File: config.mk
export PLATFORM = sky130hd
export DESIGN_NAME = bp_cce_cfg_cmd_arbiter
export DESIGN_NICKNAME = d
export VERILOG_FILES = /design/src/rtl/bp_cce_cfg_cmd_arbiter.sv
export SDC_FILE = /design/constraint.sdc
export NUM_CORES = 1
export LEC_CHECK = 0
export ABC_CLOCK_PERIOD_IN_PS = 7200
export BUFFER_PORTS_ARGS = -buffer_cell sky130_fd_sc_hd__buf_2
export CORE_AREA = 2 2 227 229
export DETAILED_ROUTE_END_ITERATION = 12
export DIE_AREA = 0 0 229 231
export HOLD_SLACK_MARGIN = 0.06
export PLACE_DENSITY = 0.3
export SLEW_MARGIN = 15
export SYNTH_ARGS = -nofsm -noshare
export SYNTH_HDL_FRONTEND = slang
export SYNTH_SLANG_ARGS = --single-unit
File: constraint.sdc
create_clock -name clk_i -period 7.2 [get_ports clk_i]
set_input_delay 0.72 -clock clk_i [delete_from_list [all_inputs] [get_ports clk_i]]
set_output_delay 0.72 -clock clk_i [all_outputs]
set_load 0.02 [all_outputs]
File: src/rtl/bp_cce_cfg_cmd_arbiter.sv
// Arbitrates config commands from several requesters onto one credit-limited
// config network and routes each response back to the requester that issued it.

package bp_cce_cfg_cmd_arbiter_pkg;

  typedef enum logic [1:0] {
    e_bp_default_cfg,
    e_bp_unicore_cfg,
    e_bp_multicore_4_cfg
  } bp_params_e;

  function automatic int paddr_width(input bp_params_e cfg);
    case (cfg)
      e_bp_unicore_cfg:     return 40;
      e_bp_multicore_4_cfg: return 40;
      default:              return 40;
    endcase
  endfunction

  function automatic int lce_id_width(input bp_params_e cfg);
    case (cfg)
      e_bp_unicore_cfg:     return 1;
      e_bp_multicore_4_cfg: return 3;
      default:              return 4;
    endcase
  endfunction

  // Message = type(4) + size(3) + paddr + lce id + one 64-bit config data word.
  function automatic int cce_mem_msg_width(input bp_params_e cfg);
    return 4 + 3 + paddr_width(cfg) + lce_id_width(cfg) + 64;
  endfunction

endpackage

module bp_cce_cfg_cmd_arbiter
  import bp_cce_cfg_cmd_arbiter_pkg::*;
#(
  parameter bp_params_e bp_params_p   = e_bp_default_cfg,
  parameter int         num_req_p     = 2,
  parameter int         max_credits_p = 4,
  localparam int        cce_mem_msg_width_lp = cce_mem_msg_width(bp_params_p)
) (
  input  logic                                      clk_i,
  input  logic                                      reset_i,

  input  logic [num_req_p*cce_mem_msg_width_lp-1:0] req_cmd_i,
  input  logic [num_req_p-1:0]                      req_cmd_v_i,
  output logic [num_req_p-1:0]                      req_cmd_yumi_o,

  output logic [cce_mem_msg_width_lp-1:0]           req_resp_o,
  output logic [num_req_p-1:0]                      req_resp_v_o,
  input  logic [num_req_p-1:0]                      req_resp_ready_i,

  output logic [cce_mem_msg_width_lp-1:0]           io_cmd_o,
  output logic                                      io_cmd_v_o,
  input  logic                                      io_cmd_yumi_i,

  input  logic [cce_mem_msg_width_lp-1:0]           io_resp_i,
  input  logic                                      io_resp_v_i,
  output logic                                      io_resp_ready_o,

  output logic                                      credits_empty_o
);

  localparam int W     = cce_mem_msg_width_lp;
  localparam int id_w  = $clog2(num_req_p);
  localparam int cnt_w = $clog2(max_credits_p + 1);
  localparam int ptr_w = (max_credits_p > 1) ? $clog2(max_credits_p) : 1;

  typedef enum logic {
    e_arb_open,
    e_arb_locked
  } arb_state_e;

  arb_state_e        state_q, state_d;
  logic [id_w-1:0]   grant_q, grant_d;
  logic [id_w-1:0]   rr_ptr_q, rr_ptr_d;
  logic [cnt_w-1:0]  credit_q, credit_d;
  logic [ptr_w-1:0]  wr_ptr_q, wr_ptr_d;
  logic [ptr_w-1:0]  rd_ptr_q, rd_ptr_d;
  logic [id_w-1:0]   id_mem_q [max_credits_p];
  logic [id_w-1:0]   id_mem_d [max_credits_p];

  logic [W-1:0]      cmd_arr [num_req_p];
  logic [id_w-1:0]   arb_idx;
  logic              arb_found;
  logic [id_w-1:0]   cand;
  logic [id_w-1:0]   grant_idx;
  logic              cmd_pending;
  logic              credit_avail;
  logic              issue;
  logic              fifo_nonempty;
  logic [id_w-1:0]   head_id;
  logic              resp_hs;

  for (genvar i = 0; i < num_req_p; i++) begin : g_unpack
    assign cmd_arr[i] = req_cmd_i[i*W +: W];
  end

  function automatic logic [ptr_w-1:0] ptr_inc(input logic [ptr_w-1:0] p);
    return (p == ptr_w'(max_credits_p - 1)) ? '0 : p + ptr_w'(1);
  endfunction

  // Round-robin search from rr_ptr_q+1; walking k downward makes the
  // nearest valid requester the last (winning) assignment.
  always_comb begin
    arb_idx   = '0;
    arb_found = 1'b0;
    cand      = '0;
    for (int k = num_req_p; k >= 1; k--) begin
      cand = id_w'((int'(rr_ptr_q) + k) % num_req_p);
      if (req_cmd_v_i[cand]) begin
        arb_found = 1'b1;
        arb_idx   = cand;
      end
    end
  end

  always_comb begin
    grant_idx    = (state_q == e_arb_locked) ? grant_q : arb_idx;
    cmd_pending  = (state_q == e_arb_locked) ? req_cmd_v_i[grant_q] : arb_found;
    credit_avail = (credit_q < cnt_w'(max_credits_p));
    io_cmd_v_o   = ~reset_i & cmd_pending & credit_avail;
    io_cmd_o     = cmd_arr[grant_idx];
    issue        = io_cmd_v_o & io_cmd_yumi_i;

    req_cmd_yumi_o = '0;
    if (issue) begin
      req_cmd_yumi_o[grant_idx] = 1'b1;
    end
  end

  // Grant lock: an offered but unaccepted command keeps its requester.
  always_comb begin
    state_d  = state_q;
    grant_d  = grant_q;
    rr_ptr_d = rr_ptr_q;
    case (state_q)
      e_arb_open: begin
        if (issue) begin
          rr_ptr_d = arb_idx;
        end else if (io_cmd_v_o) begin
          state_d = e_arb_locked;
          grant_d = arb_idx;
        end
      end
      e_arb_locked: begin
        if (issue) begin
          rr_ptr_d = grant_q;
          state_d  = e_arb_open;
        end else if (!io_cmd_v_o) begin
          state_d = e_arb_open;
        end
      end
      default: state_d = e_arb_open;
    endcase
  end

  // The ID FIFO occupancy always equals the credit count, so the counter
  // doubles as the FIFO fill level.
  always_comb begin
    fifo_nonempty   = (credit_q != '0);
    head_id         = id_mem_q[rd_ptr_q];
    io_resp_ready_o = ~reset_i & fifo_nonempty & req_resp_ready_i[head_id];
    resp_hs         = io_resp_v_i & io_resp_ready_o;
    req_resp_o      = io_resp_i;

    req_resp_v_o = '0;
    if (~reset_i & io_resp_v_i & fifo_nonempty) begin
      req_resp_v_o[head_id] = 1'b1;
    end

    credits_empty_o = reset_i | (credit_q == '0);
  end

  always_comb begin
    credit_d = credit_q;
    wr_ptr_d = wr_ptr_q;
    rd_ptr_d = rd_ptr_q;
    id_mem_d = id_mem_q;

    case ({issue, resp_hs})
      2'b10:   credit_d = credit_q + cnt_w'(1);
      2'b01:   credit_d = credit_q - cnt_w'(1);
      default: credit_d = credit_q;
    endcase

    if (issue) begin
      id_mem_d[wr_ptr_q] = grant_idx;
      wr_ptr_d           = ptr_inc(wr_ptr_q);
    end
    if (resp_hs) begin
      rd_ptr_d = ptr_inc(rd_ptr_q);
    end
  end

  always_ff @(posedge clk_i) begin
    if (reset_i) begin
      state_q  <= e_arb_open;
      grant_q  <= '0;
      rr_ptr_q <= id_w'(num_req_p - 1);
      credit_q <= '0;
      wr_ptr_q <= '0;
      rd_ptr_q <= '0;
    end else begin
      state_q  <= state_d;
      grant_q  <= grant_d;
      rr_ptr_q <= rr_ptr_d;
      credit_q <= credit_d;
      wr_ptr_q <= wr_ptr_d;
      rd_ptr_q <= rd_ptr_d;
    end
  end

  // ID storage needs no reset; entries are only read when the count says valid.
  always_ff @(posedge clk_i) begin
    id_mem_q <= id_mem_d;
  end

endmodule

# After elaboration in Yosys (flattened, before gate mapping)
# Index checks and enable logic that the tools add are counted.
# word_totals
elab_cells	94
latchBits	0
ramBits	0
n_memories	0
rom_bits	0
in_bits	353
register_bits	14
out_inout_bits	237
# op_classes
eq_ne	6
mux	36
n_lt_le_gt_ge	12
div	0
n_reduce_logical	9
mul	0
n_addsub	6
shift	0
n_bitwise	15
# ops
operator	n
two-way mux 115 bit	3
two-way mux 1 bit	22
less-than comparator 1 x 2 -> 1 bit (second input constant)	5
bitwise AND 1 bit	8
two-way mux 2 bit	4
== test 2 bit (second input constant)	3
greater-or-equal comparator 3 bit (second input constant)	2
inverter 2 -> 3 bit	2
case mux 3 bit (2 select lines)	1
adder 2 x 1 -> 2 bit (second input constant)	2
bitwise mux 4 bit	1
adder 3 x 1 -> 3 bit (second input constant)	1
logical AND 1 bit	3
logical NOT 3 bit	1
less-than comparator 3 x 1 -> 1 bit (second input constant)	1
less-than comparator 3 bit (second input constant)	1
inverter 1 bit	3
AND reduction 3 bit	1
nonzero test 3 bit	1
subtractor 3 x 1 -> 3 bit (second input constant)	1
adder 1 bit (second input constant)	2
binary-select mux 1 bit (select 2 bit)	1
demux 1 bit (select 1 bit)	2
demux 1 bit (select 2 bit)	1
other kinds (11)	12

# Logic depth before layout (Yosys ltp)
# logic_depth
ltp_word	11
depth_mapped	10

# Worst setup path after synthesis
# OpenSTA, ideal clock, no wires.
# synth_timing
kind	in2out
start	input reset_i
end	output req_cmd_yumi_o[1]
path_buffers	1
path_stages	5
slack_ns	4.523
required_ns	6.480
t_arrival_ns	1.957
cell_sequence	or2_2 a2111oi_0 buf_2 inv_1 nor2_1
# synth_via
elab_chain_cells	5
# synth_rtl
item	line	source
start: declaration	44	input logic reset_i,
inverter 1 bit	123	io_cmd_v_o = ~reset_i & cmd_pending & credit_avail;
bitwise AND 1 bit (2 in a row)	123	
bitwise AND 1 bit	125	issue = io_cmd_v_o & io_cmd_yumi_i;
two-way mux 2 bit	128	if (issue) begin
end: declaration	48	output logic [num_req_p-1:0] req_cmd_yumi_o,
# Every way passes these cells.

# Final worst setup path
# layout_timing
start	input req_cmd_v_i[1]
end	output io_cmd_o[22]
# layout_via
elab_chain_cells	9
word_cells_on_any_way	11
classes_between	10 x mux; 1 x bitwise
# layout_rtl
item	line	source
start: declaration	47	input logic [num_req_p-1:0] req_cmd_v_i,
two-way mux 1 bit (implied by the code) (2 in a row)	112	if (req_cmd_v_i[cand]) begin
two-way mux 1 bit	112	
two-way mux 1 bit (*)	112	
two-way mux 1 bit (*)	120	grant_idx = (state_q == e_arb_locked) ? grant_q : arb_idx;
inverter 1 -> 2 bit (implied by the code) (*)	124	io_cmd_o = cmd_arr[grant_idx];
two-way mux 115 bit (implied by the code) (*) (3 in a row)	124	
end: declaration	54	output logic [cce_mem_msg_width_lp-1:0] io_cmd_o,
# Every way passes the cells marked *; elsewhere a longest branch is shown, timed or not. The select of a mux whose other input is x is not followed.

==> results.sh <==
export IMPL_post_drt_wl_per_cell_um=11.7
export IMPL_cpMaxStageDelayCell="buf_4"
export IMPL_dpl_cell_count=1233
export IMPL_hp_class="reg2reg"
export IMPL_die_w_um=229
export IMPL_min_period_ns=3.17
export IMPL_hold_buffers=0
export IMPL_die_area_um2=52900
export IMPL_htreeDepth=1
export IMPL_layout_commonest_cell="buf_2"
export IMPL_rr_worst_depth=9
export IMPL_ys_types=33
export IMPL_crit_type="in2out"
export IMPL_grtUsageTotal_pct=4.80
export IMPL_grt_pass1_vias=3128
export IMPL_port_buffers=359
export IMPL_syn_to_final_growth_pct=61.0
export IMPL_drtAntennaViolNets=0
export IMPL_grt_pass1_wl_mm=18.9
export IMPL_rsz0062_at_grt="false"
export IMPL_antenna_found_initial=5
export IMPL_finalNonFillerCells=1242
export IMPL_max_slew_worst_pin_slew_ns=0.836
export IMPL_clock_skew_ns=0.00264
export IMPL_fin_crit_sh_pct=44.0
export IMPL_syn_area_um2=3000
export IMPL_grt_max_degree=62
export IMPL_crit_path_frequent_cell="buf_2"
export IMPL_synthArstFlopShare_pct=0
export IMPL_routabilityCongestion=0.704
export IMPL_synth_yosys_seq_area_share_pct=10.7
export IMPL_cpPeakStageDelay_ns=0.60
export IMPL_nNetsFinal=918
export IMPL_timing_rr_start="rd_ptr_q[0]"
export IMPL_cts_sinks=14
export IMPL_drive_above_1_share_pct=87.4
export IMPL_clkLatencyLatePin_ns=0.24
export IMPL_crit_chain="buf_2, a21boi_1, mux2i_4, buf_4, mux2_2, buf_2"
export IMPL_netlist_instances=320
export IMPL_grt_overflow_total=0
export IMPL_cts_root_buf="clkbuf_16"
export IMPL_drc=0
export IMPL_fp_coreArea_um2=50700
export IMPL_p_leak_uw=0.00224
export IMPL_drt_pass1_iterations=4
export IMPL_setup_viol=0
export IMPL_dr_total_vias=3202
export IMPL_endpoint_kind="output pin"
export IMPL_outcome="complete, no violations"
export IMPL_cts_resized_gates=0
export IMPL_ys_seq_elements=14
export IMPL_mostFrequentLayoutCells="359 x buf_2, 115 x mux2_2, 10 x nor2_1, 10 x dfxtp_1, 8 x inv_1"
export IMPL_min_path_cells=2
export IMPL_ys_warn_count=0
export IMPL_fp_dieH_um=231
export IMPL_tns_ns=0
export IMPL_critPathTopFamily="buffers and inverters"
export IMPL_synth_ff_type="dfxtp_1"
export IMPL_clk_pin_slew_ns=0.05
export IMPL_slew_headroom_pct=44.3
export IMPL_final_max_slew_viol_count=0
export IMPL_start_util_pct=5.93
export IMPL_holdPathEnd="credit_q[2]"
export IMPL_power_density_nw_per_um2=107
export IMPL_rr_endpoint="credit_q[2]"
export IMPL_cp_max_fo=61
export IMPL_critPathLaunchType="input port"
export IMPL_hold_violations=0
export IMPL_postCtsSetupRepairBufs=0
export IMPL_drv_cap=0
export IMPL_viasPerCell=2.58
export IMPL_cts_tree="yes"
export IMPL_row_count=83
export IMPL_cts_buffer_depth=2
export IMPL_critPathRequiredTime_ns=6.48
export IMPL_timing_fmax_mhz=315
export IMPL_ioPinCount=590
export IMPL_place_detailed_hpwl_mm=13.0
export IMPL_drt_iter0_markers=127
export IMPL_cts_buffers=3
export IMPL_peakVddDrop_v=0.0000599
export IMPL_routed_wl_mm=14.5
export IMPL_regToRegSetupSlack_ns=4.59
export IMPL_crit_arrival_ns=2.45
export IMPL_avgSynthCellArea_um2=9.38
export IMPL_synth_nets=680
export IMPL_worstHoldStart="credit_q[2]"
export IMPL_synth_edf_count=4
export IMPL_timing_critical_path_buf_inv=3
state kept, by name (all words and copies together), names as in the netlist:
| name | flops |
|---|---|
| id_mem_q | 4 |
| grant_q | 1 |
| state_q | 1 |
| wr_ptr_q | 2 |
| rr_ptr_q | 1 |
| rd_ptr_q | 2 |
| credit_q | 3 |
per-layer routing:
layer	GRT usage, %	routed length, µm
met1	5.84	5590
met4	1.54	291
met2	7.31	6610
met3	2.41	2010
met5	0	13
metrics by stage:
step	util, %	total power (µW)	setup slack (ns)	instance area [µm²]	hold slack, ns
2_1_floorplan	-	372	4.52	3000	0.466
3_3_place_gp	9.36	418	4.04	4740	0.496
3_5_place_dp	9.36	416	4.03	4740	0.500
4_1_cts	9.51	525	4.02	4820	0.506
5_1_grt	9.52	548	3.93	4830	0.558
6_report	9.54	518	4.03	4830	0.512
layout make-up:
cell class                      instances  area, µm²
Clock inverter                          1       3.75
Sequential cell                        14        320
Inverter                                8       30.0
Antenna cell                            5       12.5
Timing Repair Buffer                  362       1820
Multi-Input combinational cell        169       1720
Fill cell                            6003      45800
Clock buffer                            3       75.1
Tap cell                              680        851
worst max path at each step:
stage | endpoint | start | depth (start not counted) | slack, ns
after floorplan | req_cmd_yumi_o[1] | reset_i | 5 | 4.52
after global placement | io_cmd_o[22] | req_cmd_v_i[1] | 6 | 4.04
after detailed placement | io_cmd_o[22] | req_cmd_v_i[1] | 6 | 4.03
after CTS | io_cmd_o[22] | req_cmd_v_i[1] | 6 | 4.02
after global routing | io_cmd_o[22] | req_cmd_v_i[1] | 6 | 3.93
final | io_cmd_o[22] | req_cmd_v_i[1] | 6 | 4.03
where the power goes:
group          switching, µW  internal (µW)  leakage, µW
combinational            172            153      0.00208
sequential              3.44           85.2     0.000118
clock                   31.6           73.4    0.0000386
total                    207            311      0.00224
Yosys cell counts (2+ instances only):
cell      count  area share, %
buf_4       115             29
mux2_2      115             43
buf_2        13            2.2
dfxtp_1      10            6.7
nor2_1       10            1.3
inv_1         8            1.0
and2_1        6            1.3
ha_1          6            2.5
edfxtp_1      4            4.0
a21oi_1       3           0.50
mux2i_1       2           0.67
nand2_1       2           0.25
nor2b_1       2           0.42
o21ai_0       2           0.33
o31ai_1       2           0.50
or2_2         2           0.42
xor2_1        2           0.58
cells by family after synthesis:
family	Yosys count	share of synthesized area (%)
simple gates	28	4.92
flops	14	10.7
mux	121	46.2
xor+xnor	2	0.583
fa+ha+maj	7	3.17
compound gates	11	2.38
buf+inv	137	32.0
tightest hold or removal path, delay by kind of cell (launching register included):
family / cells / cell delay (ns)
flip-flops: 1 / 0.32
AO/OA/AOI/OAI: 2 / 0.14
(Power assumes the default switching activity.)
